<file path="src/rtl/multicycle_controller.sv">
// multicycle_controller: control FSM for the multi-cycle RV32I core (shared instruction/data memory).
// Latency: Moore outputs valid in the same cycle as the state; 3 to 5 cycles per instruction.
// Backpressure: none; the FSM advances every clock, and rst abandons the current instruction.
//
// Ports:
//   clk, rst                     clock (rising edge), asynchronous active-high reset
//   opcode, func3, func7         instruction fields from IR
//   zero, sign                   ALU flags (result == 0, result[31])
//   PCWrite, IRWrite, MemWrite, RegWrite    write enables, all forced low while rst is high
//   AdrSrc, ResultSrc, ALUSrcA, ALUSrcB, ALUControl, ImmSrc    datapath selects
//   illegal                      trap flag
//
// Build option: define ILLEGAL_TRAP_EN to make unknown opcodes enter a TRAP state.
// TRAP holds until reset and drives illegal=1. Without the macro, an unknown opcode
// returns to FETCH, which makes it a 2-cycle NOP, and illegal is tied low.
module multicycle_controller (
    input  logic       clk,
    input  logic       rst,
    input  logic [6:0] opcode,
    input  logic [2:0] func3,
    input  logic [6:0] func7,
    input  logic       zero,
    input  logic       sign,
    output logic       PCWrite,
    output logic       IRWrite,
    output logic       MemWrite,
    output logic       RegWrite,
    output logic       AdrSrc,
    output logic [1:0] ResultSrc,
    output logic [1:0] ALUSrcA,
    output logic [1:0] ALUSrcB,
    output logic [2:0] ALUControl,
    output logic [2:0] ImmSrc,
    output logic       illegal
);

    localparam logic [6:0] OP_R    = 7'b0110011;
    localparam logic [6:0] OP_I    = 7'b0010011;
    localparam logic [6:0] OP_LW   = 7'b0000011;
    localparam logic [6:0] OP_SW   = 7'b0100011;
    localparam logic [6:0] OP_BR   = 7'b1100011;
    localparam logic [6:0] OP_JAL  = 7'b1101111;
    localparam logic [6:0] OP_JALR = 7'b1100111;
    localparam logic [6:0] OP_LUI  = 7'b0110111;

    localparam logic [2:0] ALU_ADD  = 3'b000;
    localparam logic [2:0] ALU_SUB  = 3'b001;
    localparam logic [2:0] ALU_AND  = 3'b010;
    localparam logic [2:0] ALU_OR   = 3'b011;
    localparam logic [2:0] ALU_XOR  = 3'b100;
    localparam logic [2:0] ALU_SLT  = 3'b101;
    localparam logic [2:0] ALU_SLTU = 3'b110;

    localparam logic [2:0] IMM_I = 3'b000;
    localparam logic [2:0] IMM_S = 3'b001;
    localparam logic [2:0] IMM_B = 3'b010;
    localparam logic [2:0] IMM_J = 3'b011;
    localparam logic [2:0] IMM_U = 3'b100;

    typedef enum logic [3:0] {
        S_FETCH    = 4'd0,
        S_DECODE   = 4'd1,
        S_MEMADR   = 4'd2,
        S_MEMREAD  = 4'd3,
        S_MEMWB    = 4'd4,
        S_MEMWRITE = 4'd5,
        S_EXECR    = 4'd6,
        S_EXECI    = 4'd7,
        S_ALUWB    = 4'd8,
        S_BRANCH   = 4'd9,
        S_JAL      = 4'd10,
        S_JALR_TGT = 4'd11,
        S_JALR_PC  = 4'd12,
        S_LUI      = 4'd13
`ifdef ILLEGAL_TRAP_EN
        ,
        S_TRAP     = 4'd14
`endif
    } state_t;

    state_t state, state_nxt;

    // Raw (ungated) enables; reset masks them at the ports.
    logic pcwrite_s, irwrite_s, memwrite_s, regwrite_s, illegal_s;

    // Only func7[5] selects SUB; the remaining bits are don't-care for RV32I ALU ops.
    logic unused_func7;
    assign unused_func7 = ^{func7[6], func7[4:0]};

    // Shared R/I ALU decode. I-type passes sub=0 so "addi" never becomes a subtract.
    function automatic logic [2:0] alu_dec(input logic [2:0] f3, input logic sub);
        case (f3)
            3'b000:  alu_dec = sub ? ALU_SUB : ALU_ADD;
            3'b010:  alu_dec = ALU_SLT;
            3'b011:  alu_dec = ALU_SLTU;
            3'b100:  alu_dec = ALU_XOR;
            3'b110:  alu_dec = ALU_OR;
            3'b111:  alu_dec = ALU_AND;
            default: alu_dec = ALU_ADD;
        endcase
    endfunction

    // State register
    always_ff @(posedge clk or posedge rst) begin
        if (rst) state <= S_FETCH;
        else     state <= state_nxt;
    end

    // Next-state logic
    always_comb begin
        state_nxt = S_FETCH;
        case (state)
            S_FETCH:  state_nxt = S_DECODE;
            S_DECODE: begin
                case (opcode)
                    OP_R:    state_nxt = S_EXECR;
                    OP_I:    state_nxt = S_EXECI;
                    OP_LW,
                    OP_SW:   state_nxt = S_MEMADR;
                    OP_BR:   state_nxt = S_BRANCH;
                    OP_JAL:  state_nxt = S_JAL;
                    OP_JALR: state_nxt = S_JALR_TGT;
                    OP_LUI:  state_nxt = S_LUI;
`ifdef ILLEGAL_TRAP_EN
                    default: state_nxt = S_TRAP;
`else
                    default: state_nxt = S_FETCH;
`endif
                endcase
            end
            S_MEMADR:   state_nxt = (opcode == OP_SW) ? S_MEMWRITE : S_MEMREAD;
            S_MEMREAD:  state_nxt = S_MEMWB;
            S_MEMWB:    state_nxt = S_FETCH;
            S_MEMWRITE: state_nxt = S_FETCH;
            S_EXECR:    state_nxt = S_ALUWB;
            S_EXECI:    state_nxt = S_ALUWB;
            S_ALUWB:    state_nxt = S_FETCH;
            S_BRANCH:   state_nxt = S_FETCH;
            S_JAL:      state_nxt = S_ALUWB;
            S_JALR_TGT: state_nxt = S_JALR_PC;
            S_JALR_PC:  state_nxt = S_ALUWB;
            S_LUI:      state_nxt = S_FETCH;
`ifdef ILLEGAL_TRAP_EN
            S_TRAP:     state_nxt = S_TRAP;
`endif
            default:    state_nxt = S_FETCH;
        endcase
    end

    // Output decode
    always_comb begin
        pcwrite_s  = 1'b0;
        irwrite_s  = 1'b0;
        memwrite_s = 1'b0;
        regwrite_s = 1'b0;
        illegal_s  = 1'b0;
        AdrSrc     = 1'b0;
        ResultSrc  = 2'b00;
        ALUSrcA    = 2'b00;
        ALUSrcB    = 2'b00;
        ALUControl = ALU_ADD;
        ImmSrc     = IMM_I;
        case (state)
            S_FETCH: begin
                // PC <= PC + 4 straight from the ALU result while IR is loaded.
                irwrite_s = 1'b1;
                ALUSrcB   = 2'b10;
                ResultSrc = 2'b10;
                pcwrite_s = 1'b1;
            end
            S_DECODE: begin
                // Speculatively form OldPC + imm for branch/jal targets.
                ALUSrcA = 2'b01;
                ALUSrcB = 2'b01;
                ImmSrc  = (opcode == OP_JAL) ? IMM_J : IMM_B;
            end
            S_MEMADR: begin
                ALUSrcA = 2'b10;
                ALUSrcB = 2'b01;
                ImmSrc  = (opcode == OP_SW) ? IMM_S : IMM_I;
            end
            S_MEMREAD: AdrSrc = 1'b1;
            S_MEMWB: begin
                ResultSrc  = 2'b01;
                regwrite_s = 1'b1;
            end
            S_MEMWRITE: begin
                AdrSrc     = 1'b1;
                memwrite_s = 1'b1;
                ImmSrc     = IMM_S;
            end
            S_EXECR: begin
                ALUSrcA    = 2'b10;
                ALUControl = alu_dec(func3, func7[5]);
            end
            S_EXECI: begin
                ALUSrcA    = 2'b10;
                ALUSrcB    = 2'b01;
                ALUControl = alu_dec(func3, 1'b0);
            end
            S_ALUWB: regwrite_s = 1'b1;
            S_BRANCH: begin
                // Signed compare looks at the sign of rs1-rs2 only; overflow is ignored.
                ALUSrcA    = 2'b10;
                ALUControl = ALU_SUB;
                case (func3)
                    3'b000:  pcwrite_s = zero;
                    3'b001:  pcwrite_s = ~zero;
                    3'b100:  pcwrite_s = sign;
                    3'b101:  pcwrite_s = ~sign;
                    default: pcwrite_s = 1'b0;
                endcase
            end
            S_JAL, S_JALR_PC: begin
                // PC <= ALUOut (target) while the ALU computes OldPC + 4 for rd.
                ALUSrcA   = 2'b01;
                ALUSrcB   = 2'b10;
                pcwrite_s = 1'b1;
            end
            S_JALR_TGT: begin
                ALUSrcA = 2'b10;
                ALUSrcB = 2'b01;
            end
            S_LUI: begin
                ImmSrc     = IMM_U;
                ResultSrc  = 2'b11;
                regwrite_s = 1'b1;
            end
`ifdef ILLEGAL_TRAP_EN
            S_TRAP: illegal_s = 1'b1;
`endif
            default: ;
        endcase
    end

    // Reset masks every write enable combinationally so nothing commits while rst is high.
    assign PCWrite  = pcwrite_s  & ~rst;
    assign IRWrite  = irwrite_s  & ~rst;
    assign MemWrite = memwrite_s & ~rst;
    assign RegWrite = regwrite_s & ~rst;
    assign illegal  = illegal_s  & ~rst;

endmodule

</file>
<file path="config.mk">
export PLATFORM = sky130hd
export DESIGN_NAME = multicycle_controller
export DESIGN_NICKNAME = d
export VERILOG_FILES = /design/src/rtl/multicycle_controller.sv
export SDC_FILE = /design/constraint.sdc
export NUM_CORES = 1
export LEC_CHECK = 0
export ABC_CLOCK_PERIOD_IN_PS = 4100
export BUFFER_PORTS_ARGS = -buffer_cell sky130_fd_sc_hd__buf_4
export CAP_MARGIN = 5
export CORE_ASPECT_RATIO = 1.75
export CORE_UTILIZATION = 25
export CTS_BUF_LIST = sky130_fd_sc_hd__clkbuf_8 sky130_fd_sc_hd__clkbuf_16
export DETAILED_ROUTE_END_ITERATION = 6
export PLACE_DENSITY_LB_ADDON = 0.2
export SLEW_MARGIN = 20
export SYNTH_ARGS = -nofsm -noshare
export SYNTH_HDL_FRONTEND = slang
export SYNTH_SLANG_ARGS = --single-unit
</file>
<file path="constraint.sdc">
create_clock -name clk -period 4.1 [get_ports clk]
set_input_delay 0.205 -clock clk [delete_from_list [all_inputs] [get_ports clk]]
set_output_delay 0.205 -clock clk [all_outputs]
set_load 0.1 [all_outputs]
</file>
# Word level (Yosys, flattened, before mapping)
# Index checks and enable logic that the tools add are counted.
# word_totals
ff_bits	4
in_bits	21
output_inout_bits	18
word_cells	65
# classes
eq_ne	28
n_mux	19
bitwise	7
reduce_logical	10
# ops
op	count
4-bit one-hot mux with 7 select lines	1
4-bit == test, second input constant	6
4-bit one-hot mux with 6 select lines	1
7-bit by 6-bit == test with 1-bit output, second input constant	3
7-bit == test, second input constant	3
3-bit one-hot mux with 6 select lines	1
4-bit by 3-bit == test with 1-bit output, second input constant	4
3-bit one-hot mux with 5 select lines	1
3-bit == test, second input constant	4
3-bit one-hot mux with 4 select lines	1
3-bit one-hot mux with 3 select lines	1
3-bit OR reduction	3
4-bit by 2-bit == test with 1-bit output, second input constant	2
2-bit one-hot mux with 2 select lines	2
4-bit OR reduction	2
7-bit by 2-bit == test with 1-bit output, second input constant	1
7-bit by 5-bit == test with 1-bit output, second input constant	1
1-bit two-way mux	7
3-bit by 2-bit == test with 1-bit output, second input constant	2
2-bit one-hot mux with 3 select lines	1
5-bit OR reduction	1
1-bit AND	4
4-bit by 1-bit == test with 1-bit output, second input constant	1
4-bit logical NOT	1
7 further kinds	10

# Depth between registers and ports, before layout
# logic_depth
ltp_word	4
mapped_depth	5
mapped_depth_nobuf	3

# Worst setup path after synthesis
# OpenSTA, ideal clock, no wires.
# synth_timing
kind	register to output
start	register state[0]
end	output IRWrite
arrival_ns	3.642
t_required_ns	3.895
slack_ns	0.253
stages_incl_launch_ff	4
n_path_buf	2
cell_sequence	dfrtp_1 clkbuf_1 buf_2 nor4_1
# synth_via
elab_chain_len	3
# synth_rtl
item	line_no	source
from (decl)	81	state_t state, state_nxt;
from (signal assigned)	106	else state <= state_nxt;
4-bit logical NOT	163	case (state)
1-bit two-way mux	163	
1-bit AND	238	assign IRWrite = irwrite_s & ~rst;
to (decl)	25	output logic IRWrite,
# No other way between the ends.

# Worst setup path after layout
# layout_timing
start	register state[2]
end	output ImmSrc[0]
# layout_via
elab_chain_len	2
elab_cells_between_ends	5
classes_between	eq/ne (4); mux (1)
# layout_rtl
item	line_no	source
4-bit == test (tied with other cells)	163	
3-bit one-hot mux with 4 select lines *	163	
to (decl)	33	output logic [2:0] ImmSrc,
# Mark *: on every way between the ends. The rest lies on a longest branch, timed or not.

==> results.tsv <==
metric	value	unit
cts_htree_levels	1	
hp-class	primary input to flop	
fill_cells	281	
syn2layout_area_growth	40.1	%
vias	793	
cts_tree	yes	
crit_path_top_delay_cell	dfrtp_1	
start_util	0.269	
cts_setup_buffers	0	
clock_latency	0.21	ns
clock.fmax	0.409	GHz
rsz0062_at_grt	no	
total_power	0.714	mW
ff2ff_path_depth	3	
viasPerCell	5.43	
cts_buffers	3	
async_flop_share	1.00	
grt_overflow	0	
detail-route-antenna-nets	0	
synthTopCellsByCount	nand2b_1 (6), nor2_1 (6), nor2b_1 (5), nor3_1 (5)	
synthesis.nets	115	
cell_internal_pwr	0.237	mW
hold_path_depth	3	
min_to	state[1]	
worstMarginPinSlew	0.619	ns
hp-start	opcode[1]	
antenna_found_initial	0	
first_pass_iters	3	
portBuffers	31	
maxCapViolCount	0	
ir_drop	331	µV
ys_warn_count	0	
post-route-util	0.377	
fin_nets	143	
largest_register_ffs	4	
crit_type	flop to primary output	
setup_viol	0	
r2r_slack	2.34	ns
synth_area	687	µm²
top_register	state	
core	2550	µm²
rows	24	
gr-usage-met2	0.234	
grt.busiest_layer	met2	
ys_seq_elements	4	
cp-start-kind	flop	
clk_pin_slew_worst_paths	0.03	ns
swShare	0.668	
post-route-period-util	0.597	
post_dp_cell_area	911	µm²
grt_max_degree	23	
grt_pass1_vias	731	
ys_seq_area_frac	0.146	
status	completed	
first_iter_violations	12	
synth_ff_type	dfrtp_1	
min_period	2.45	ns
worstReg2RegStart	state[2]	
wl_per_cell	13.7	µm
synth_area_per_cell	7.31	µm²
holdWs	0.334	ns
power.static_leakage	0.431	nW
dp_hpwl	1480	µm
crit_required	3.89	ns
gp_congestion	0.720	
synthCells	94	
worst_setup_path_end_kind	primary output	
r2r_end	state[2]	
synth_edf_count	0	
drc_errors	0	
die_w	41.6	µm
relSlewSlack	0.588	
track_usage	0.139	
final_cell_area	962	µm²
tns	0	ns
report.final.slew_viol_count	0	
grt_use_met3	0.0277	
fin_skew	0.0000533	ns
grt_pass1_wl	3270	µm
slowest_delay	0.59	ns
ys_top_cells_by_area	dfrtp_1 (15%), nand2b_1 (5.5%), nor2b_1 (4.6%)	
crit_path_max_fanout	20	
combPwrFrac	0.761	
clock_sinks	4	
drive_above_1_share	0.333	
p_sw	0.477	mW
die-area	2970	µm²
yosysTopAreaCell	dfrtp_1	
met1_usage	0.161	
wl	2000	µm
cts-root-buf	clkbuf_8	
synth_top_area_frac	0.146	
ys_types	44	
clkPwrFrac	0.115	
clockBufferDepth	2	
hold_viol	0	
io_pins	39	
antenna-diode-count	0	
cp.arrival	2.24	ns
seqPwrFrac	0.124	
top_regs	state x4	
crit_path_cell_trace	or2_2 > or4b_1 > o31ai_1 > buf_4	
p_per_area	742	nW/µm²
fp.dieH	71.3	µm
==> power by group through the flow <==
| stage | Sequential [mW] | Clock, mW | Combinational [mW] |
|---|---|---|---|
| after floorplan | 0.0516 | 0 | 0.476 |
| after global placement | 0.0875 | 0 | 0.541 |
| after detailed placement | 0.0893 | 0 | 0.543 |
| after CTS | 0.0885 | 0.0848 | 0.545 |
| after global routing | 0.0945 | 0.0867 | 0.563 |
| final | 0.0882 | 0.0820 | 0.543 |
==> how the worst max path moves through the flow <==
| stage | to | slack (ns) | from | depth (start not counted) |
|---|---|---|---|---|
| 2_1_floorplan | IRWrite | 0.25 | state[0] | 3 |
| 3_3_place_gp | ImmSrc[0] | 1.88 | state[2] | 4 |
| 3_5_place_dp | ImmSrc[0] | 1.87 | state[3] | 4 |
| 4_1_cts | ImmSrc[0] | 1.63 | state[2] | 4 |
| 5_1_grt | ImmSrc[0] | 1.57 | state[3] | 4 |
| 6_report | ImmSrc[0] | 1.65 | state[2] | 4 |
==> critical path: cells and delay by family (launching register included) <==
kind / cells / cell delay, ns
AOI/OAI and AO/OA: 1 / 0.10
DFF: 1 / 0.59
buffers and inverters: 1 / 0.35
and+or+nand+nor: 2 / 0.99
==> placed cells by master, fill, tap and decap left out, drive strengths merged, types with 4 or more instances in the layout <==
cell,count
a21oi,4
dfrtp,4
nor3,5
nor3b,4
nand2b,6
nor2,6
nor2b,5
buf,31
==> per-layer routing <==
layer | vias to the layer above | share of wire
li1 | 401 | -
met1 | 361 | 0.43
met2 | 29 | 0.51
met3 | 2 | 0.049
met4 | 0 | 0.0090
met5 | - | 0
==> cell type report <==
cell class	instances	area (µm²)	share of cell area
inverters	3	11.3	0.0117
multi-input cells	78	534	0.555
flip-flops and latches	4	100	0.104
well taps	26	32.5	0.0338
clock buffers	3	41.3	0.0429
repair buffers	32	243	0.252
==> logic make-up after synthesis <==
kind of cell / count (synthesis) / share of synthesized area
and+or+nand+nor: 47 / 0.435
AOI/OAI and AO/OA: 23 / 0.242
buffers and inverters: 12 / 0.0765
xor gates and xnor gates: 4 / 0.0510
DFF: 4 / 0.146
muxes: 3 / 0.0437
other: 1 / 0.00546
==> stage by stage <==
step | worst slack (ns) | cells
6_report | 1.65 | 146
5_1_grt | 1.57 | 146
4_1_cts | 1.63 | 146
3_5_place_dp | 1.87 | 142
3_3_place_gp | 1.88 | 142
2_1_floorplan | 0.253 | 94
==> timing repair <==
item                                    4_1_cts  5_1_grt
endpoints found under the setup margin        0        0
hold buffers                                  1        0
resized for setup                             0        0
hold endpoints to repair                      4        0
(Power assumes the default switching activity.)
